<file path="config.mk">
export PLATFORM = sky130hd
export DESIGN_NAME = regfl_mp
export DESIGN_NICKNAME = d
export VERILOG_FILES = /design/src/rtl/regfl_mp.sv
export SDC_FILE = /design/constraint.sdc
export NUM_CORES = 1
export LEC_CHECK = 0
export BUFFER_PORTS_ARGS = -buffer_cell sky130_fd_sc_hd__clkbuf_2
export CORE_UTILIZATION = 40
export CTS_CLUSTER_SIZE = 10
export DETAILED_ROUTE_END_ITERATION = 10
export GPL_ROUTABILITY_DRIVEN = 0
export GPL_TIMING_DRIVEN = 0
export HOLD_SLACK_MARGIN = 0.15
export PLACE_DENSITY_LB_ADDON = 0.1
export SLEW_MARGIN = 20
export SYNTH_ARGS = -nofsm -noshare
export SYNTH_HDL_FRONTEND = slang
export SYNTH_SLANG_ARGS = --single-unit
</file>
<file path="constraint.sdc">
create_clock -name clk -period 2.33 [get_ports clk]
set_clock_uncertainty 0.05 [all_clocks]
set_input_delay 0.233 -clock clk [delete_from_list [all_inputs] [get_ports clk]]
set_output_delay 0.233 -clock clk [all_outputs]
set_load 0.01 [all_outputs]
</file>
<file path="src/rtl/regfl_mp.sv">
// ============================================================================
// Module   : regfl_mp
// Brief    : W x N register file, one write port, two registered read ports,
//            hardware clear sweep. Optional macro REGFL_BYPASS_EN forwards
//            same-cycle write data to a matching read port.
// Revision : 1.0  initial release
// ============================================================================
`default_nettype none

module regfl_mp #(
  parameter  int W  = 13,
  parameter  int N  = 8,
  localparam int AW = $clog2(N)
) (
  input  logic          clk,
  input  logic          rst_b,
  input  logic          we,
  input  logic [AW-1:0] wa,
  input  logic [W-1:0]  wd,
  input  logic          re0,
  input  logic [AW-1:0] ra0,
  output logic [W-1:0]  rd0,
  input  logic          re1,
  input  logic [AW-1:0] ra1,
  output logic [W-1:0]  rd1,
  input  logic          clr_req,
  output logic          busy
);

  localparam logic [AW:0]   C_NUM  = N[AW:0];
  localparam logic [AW-1:0] C_LAST = AW'(N - 1);

  typedef enum logic [0:0] {
    S_IDLE  = 1'b0,
    S_SWEEP = 1'b1
  } state_t;

  state_t        r_state;
  logic [AW-1:0] r_ptr;
  logic          r_busy;
  logic [W-1:0]  r_mem [N];
  logic [W-1:0]  r_rd0;
  logic [W-1:0]  r_rd1;

  logic          w_wa_ok;
  logic          w_ra0_ok;
  logic          w_ra1_ok;
  logic          w_wr_acc;
  logic [W-1:0]  w_rd0;
  logic [W-1:0]  w_rd1;

  // N need not be a power of two, so every address is range-checked.
  assign w_wa_ok  = ({1'b0, wa}  < C_NUM);
  assign w_ra0_ok = ({1'b0, ra0} < C_NUM);
  assign w_ra1_ok = ({1'b0, ra1} < C_NUM);
  assign w_wr_acc = (r_state == S_IDLE) && we && w_wa_ok;

  always_comb begin
    w_rd0 = '0;
    w_rd1 = '0;
    if (w_ra0_ok) w_rd0 = r_mem[ra0];
    if (w_ra1_ok) w_rd1 = r_mem[ra1];
`ifdef REGFL_BYPASS_EN
    if (w_wr_acc && (wa == ra0)) w_rd0 = wd;
    if (w_wr_acc && (wa == ra1)) w_rd1 = wd;
`endif
  end

  always_ff @(posedge clk) begin
    if (!rst_b) begin
      r_state <= S_IDLE;
      r_ptr   <= '0;
      r_busy  <= 1'b0;
      r_rd0   <= '0;
      r_rd1   <= '0;
      for (int i = 0; i < N; i++) r_mem[i] <= '0;
    end else begin
      if (re0) r_rd0 <= w_rd0;
      if (re1) r_rd1 <= w_rd1;

      case (r_state)
        S_IDLE: begin
          if (w_wr_acc) r_mem[wa] <= wd;
          if (clr_req) begin
            r_state <= S_SWEEP;
            r_ptr   <= '0;
            r_busy  <= 1'b1;
          end
        end
        S_SWEEP: begin
          // Sweep clears are never forwarded; same-edge reads see old data.
          r_mem[r_ptr] <= '0;
          if (r_ptr == C_LAST) begin
            r_state <= S_IDLE;
            r_ptr   <= '0;
            r_busy  <= 1'b0;
          end else begin
            r_ptr <= r_ptr + 1'b1;
          end
        end
        default: begin
          r_state <= S_IDLE;
          r_busy  <= 1'b0;
        end
      endcase
    end
  end

  assign rd0  = r_rd0;
  assign rd1  = r_rd1;
  assign busy = r_busy;

endmodule

`default_nettype wire

</file>
; ---- Word level (Yosys, flattened, before mapping)
; Memories as Yosys holds them, arrays and structs flattened. A register that Yosys moved wholly into a read port is not among the register bits.
; Index checks and enable logic that the tools add are counted.
[word_totals]
ram_bits = 104
inputBits = 28
wordCells = 38
out_inout_bits = 27
memories = 1
reg_bits = 5
[op_classes]
eq_ne = 3
bitwise = 1
mux = 23
n_addsub = 1
n_reduce_logical = 6
[mem_list]
columns = memory, depth, width, rd, rd_clocked_by_memory_dff, write_ports, line
row1 = r_mem, 8, 13, 2, 2, 8, 41  ; logic [W-1:0] r_mem [N];
[op_table]
columns = cell, count
row1 = 2-to-1 mux 13 bit, 2
row2 = OR reduction 13 bit, 2
row3 = 2-to-1 mux 1 bit, 14
row4 = 2-to-1 mux 3 bit, 4
row5 = case mux 3 bit (2 select lines), 1
row6 = case mux 1 bit (2 select lines), 2
row7 = "adder 3 x 1 -> 3 bit, second input constant", 1
row8 = "== test 3 bit, second input constant", 1
row9 = zero test 1 bit, 2
row10 = "inequality test 2 x 1 -> 1 bit, second input constant", 1
row11 = "inequality test 2 bit, second input constant", 1
row12 = AND reduction 2 bit, 1
row13 = logical AND 1 bit, 1
row14 = inverter 1 bit, 1

; ---- Longest topological paths before layout
[depth]
depth_word = 9
depth_mapped = 7

; ---- Least setup slack after synthesis
; No wires, ideal clock.
[synth_path]
path_kind = reg2reg
startpoint = register r_state
endpoint = memory r_mem[1][0], enable pin
setup_ns = 0.356
stages_incl_launch_ff = 7
period_less_slack_ns = 1.849
t_arrival_ns = 1.443
slack_ns = 0.481
cell_sequence = dfxtp_1 -> buf_2 -> nand3b_1 -> a21boi_1 -> nand2_1 -> buf_2 -> nand2_1
[synth_rtl]
columns = element, line
row1 = start: declaration, 38  ; state_t r_state;
row2 = start signal: assignment, 71  ; r_state <= S_IDLE;
row3 = start signal: assignment, 85  ; r_state <= S_SWEEP;
row4 = start signal: assignment, 94  ; r_state <= S_IDLE;
row5 = end: declaration, 41

==> impl_results.md <==
* Non-filler instance count after layout at 862
* Max Fanout on Critical Path at 13
* Pint at 4.87 mW
* Dominant cell by count in the synthesized netlist: sky130_fd_sc_hd__nor2_1
* Share of synthesized cell area in full adder, half adder and majority cells at 0.00378
* Post-synth net total at around 590
* Initial Util at 0.413
* Per-cell via count in the routed design at 5.52
* Ports at 55
* Post-route standard cell area excluding fillers at 7850 um2
* Final count of pins violating max slew at 0
* Ratio of cells with drive above 1 in the final layout at 0.257
* Max Cap Violations at 0
* Wire length per cell at around 23 um
* Clock period minus final worst setup slack at between 2 and 2.5 ns
* Chip height at around 130 um
* Global-route wire length before repair at roughly 29,000 um
* Combinational Power Share at 0.113
* Achievable Freq at about 0.46 GHz
* Switching part of the total at 0.244
* Skew-Pair Late Insertion Delay at between 0.4 and 0.5 ns
* Total number of H-tree levels at 4
* Via count of the first global-routing pass at 4,741
* Ys flop type: sky130_fd_sc_hd__edfxtp_1
* Port-buffer cells at between 50 and 60
* Crit start category: register
* IR drop worst, VDD at 539 uV
* Total wire length after detailed routing at roughly 20,000 um
* Number of vias after detailed routing at 4,761
* Width of the die at around 130 um
* Actual slew at the worst max-slew pin at 0.840 ns
* Number of distinct library cells after synthesis at 32
* Post-place setup slack at -0.187 ns
* Share of Yosys cell area claimed by the top area cell type at 0.471
* Arrival time at the worst endpoint at about 2.2 ns
* Final Setup Violations at 0
* Final critical-path share of the clock period at 0.927
* EDFF count, synth at ~100
* Synth area leaders: sky130_fd_sc_hd__edfxtp_1 47%, sky130_fd_sc_hd__dfxtp_1 9.4%, sky130_fd_sc_hd__mux2_2 8.8%
* Detailed Place HPWL at approximately 13,000 um
* Post-route DRC violation count at 0
* Number of buffers added for setup after CTS at 0
* Worst-case setup margin in the final layout at around 0.17 ns
* Element type at the critical path end: register
* Cell area after technology mapping at roughly 6600 um2
* Maximum number of pins on one net before global-route repair at 17
* Clk pin slew, worst setup/hold paths at roughly 0.060 ns
* Fraction of the yosys area taken by sequential cells at 0.565
* Gate Count Post-Synth at about 560
* Area of the core at between 15,000 and 20,000 um2
* Maximum number of buffers from clock root to sink at 2
* Remaining Overflow, GRT at 0
* Cell type with the largest total area after synthesis: sky130_fd_sc_hd__edfxtp_1
* Area share of and/or/nand/nor cells after synthesis at 0.102
* GRT Total Usage at 0.243
* Detailed-routing iteration count for the pre-antenna-repair pass at 5
* Outcome: completed
* Fraction of registers with async set/reset at 0
* Remaining antenna violation count after routing at 0
* Leakage power total at approximately 3.1 nW
* TritonCTS Buffers at 17
* Clock tree from TritonCTS: built
* Unrepaired setup endpoints after global routing: no
* Drt initial violations at roughly 360
* Number of synthesis warnings at 0
* Overall Power at 6.44 mW
* Net Switching at between 1.5 and 2 mW
* Main combinational cell family by area after synthesis: multiplexers
* Avg Synthesized Cell Area at ~12 um2
* Total instance count after detailed placement at between 800 and 900
* Clk network pwr share at 0.453
* Endpoints failing hold at 0
* Synthesized-area fraction occupied by ao, oa, aoi and oai cells at 0.115
* Xor and xnor fraction of the mapped netlist area at 0
* # diodes at 0
* Number of sinks handled by clock tree synthesis at about 140
* Cell chosen for the clock root: sky130_fd_sc_hd__clkbuf_16
* Min-delay worst type: input pin to register
* Required time reported for the critical path endpoint at ~2.4 ns
* Antenna violations before repair at 0
* Area Growth Syn to Fin at 18.5%
* Sequential Power Share at 0.434
* Worst max-slew margin expressed relative to the limit at 0.440
* Final nets at approximately 660
* Leading cell types by count after synthesis: 107 x sky130_fd_sc_hd__nor2_1, 104 x sky130_fd_sc_hd__edfxtp_1, 52 x sky130_fd_sc_hd__mux2_2, 52 x sky130_fd_sc_hd__mux2i_1, 37 x sky130_fd_sc_hd__nand2_1
* Placement-stage cell area at 7160 um2
* Worst Setup Path Type: register to register
* Ratio of total power to cell area at approximately 820 nW/um2
* Std-Cell Rows at 46
* Die Footprint at about 17,000 um2
* Flops & latches, synth at approximately 140
* Multiplexer share of the synthesized area at 0.167
[cell type report]
class                      instances  area (um2)
clock inverter                     8         104
tap                              216         270
clock buffer                      24         547
timing repair buffer              53         270
buffer                            40         318
multi-input combinational        386        2600
sequential                       135        3740
fill                            1455        8200
[per-layer routing]
metal | vias to the layer above | GRT usage | part of all wire
met5 | - | 0 | 0
met4 | 0 | 0.116 | 0.030
met3 | 39 | 0.0387 | 0.040
met2 | 155 | 0.423 | 0.51
met1 | 2332 | 0.294 | 0.42
li1 | 2235 | - | -
[cell usage in the layout, fill, tap and decap left out, drive strengths merged]
cell type    synthesis  final
a211o                1      1
and2                 2      2
o22ai               18     18
o221ai               8      8
edfxtp             104    104
a221o               18     18
a22oi                8      8
mux2                52     52
o21a                 1      1
a21boi               3      3
o31ai                1      1
nand3b               1      1
clkinv               0      5
nor2               107    107
buf                 26     26
nand4                1      1
bufinv               0      2
mux2i               52     52
a21oi               28     28
nor3b                3      3
nand4b               2      2
nor2b                5      5
o21ai               30     30
clkinvlp             0      1
dlygate4sd3          0      1
nand2               37     37
nand2b               6      6
ha                   2      2
dfxtp               31     31
clkbuf              14     90
[stage by stage]
stage	TNS (ns)	hold slack, ns	utilization
2_1_floorplan	0	0.358	-
3_3_place_gp	-7.88	0.409	0.446
3_5_place_dp	-11.78	0.428	0.446
4_1_cts	0	0.189	0.488
5_1_grt	0	0.224	0.489
6_report	0	0.207	0.489
[worst max-delay path, stage by stage, from the launching register on]
cell and delay, ns:
sky130_fd_sc_hd__dfxtp_1 0.29, sky130_fd_sc_hd__buf_2 0.16, sky130_fd_sc_hd__nand3b_1 0.17, sky130_fd_sc_hd__a21boi_1 0.32, sky130_fd_sc_hd__nand2_1 0.22, sky130_fd_sc_hd__buf_2 0.27
sky130_fd_sc_hd__nand2_2 0.33
[final timing paths]
kind / start / end / slack, ns / depth (start not counted)
worst max register to register: r_state / r_mem[7][6] / 0.17 / 6
worst min register to register: busy / busy / 0.43 / 2
worst min-delay path: re0 / rd0[6] / 0.21 / 3
worst max-delay path: r_state / r_mem[7][6] / 0.17 / 6
[power groups by stage]
stage	Combinational (mW)	Clock [mW]	Sequential (mW)
after floorplan	0.443	0	2.84
after global placement	0.712	0	2.84
after detailed placement	0.718	0	2.85
after CTS	0.727	2.93	2.80
after global routing	0.778	3.04	2.81
final	0.726	2.92	2.80
[sequential cells by signal, summed over array words and instances, names as in the netlist]
name     count
busy         1
r_mem      104
r_ptr        3
r_state      1
rd0         13
rd1         13
[repair_timing]
| item | in CTS | in global routing |
|---|---|---|
| setup endpoints to repair | 104 | 39 |
| endpoints found under the hold margin | 4 | 0 |
| gates resized for setup | 8 | 3 |
| hold buffers | 1 | 0 |
[cell families after synthesis]
kind of cell	after synthesis
AOI/OAI and AO/OA	116
adders and majority gates	2
buffers and inverters	40
DFF	135
muxes	104
and+or+nand+nor	164
No activity file was read; power rests on OpenSTA's default activity.
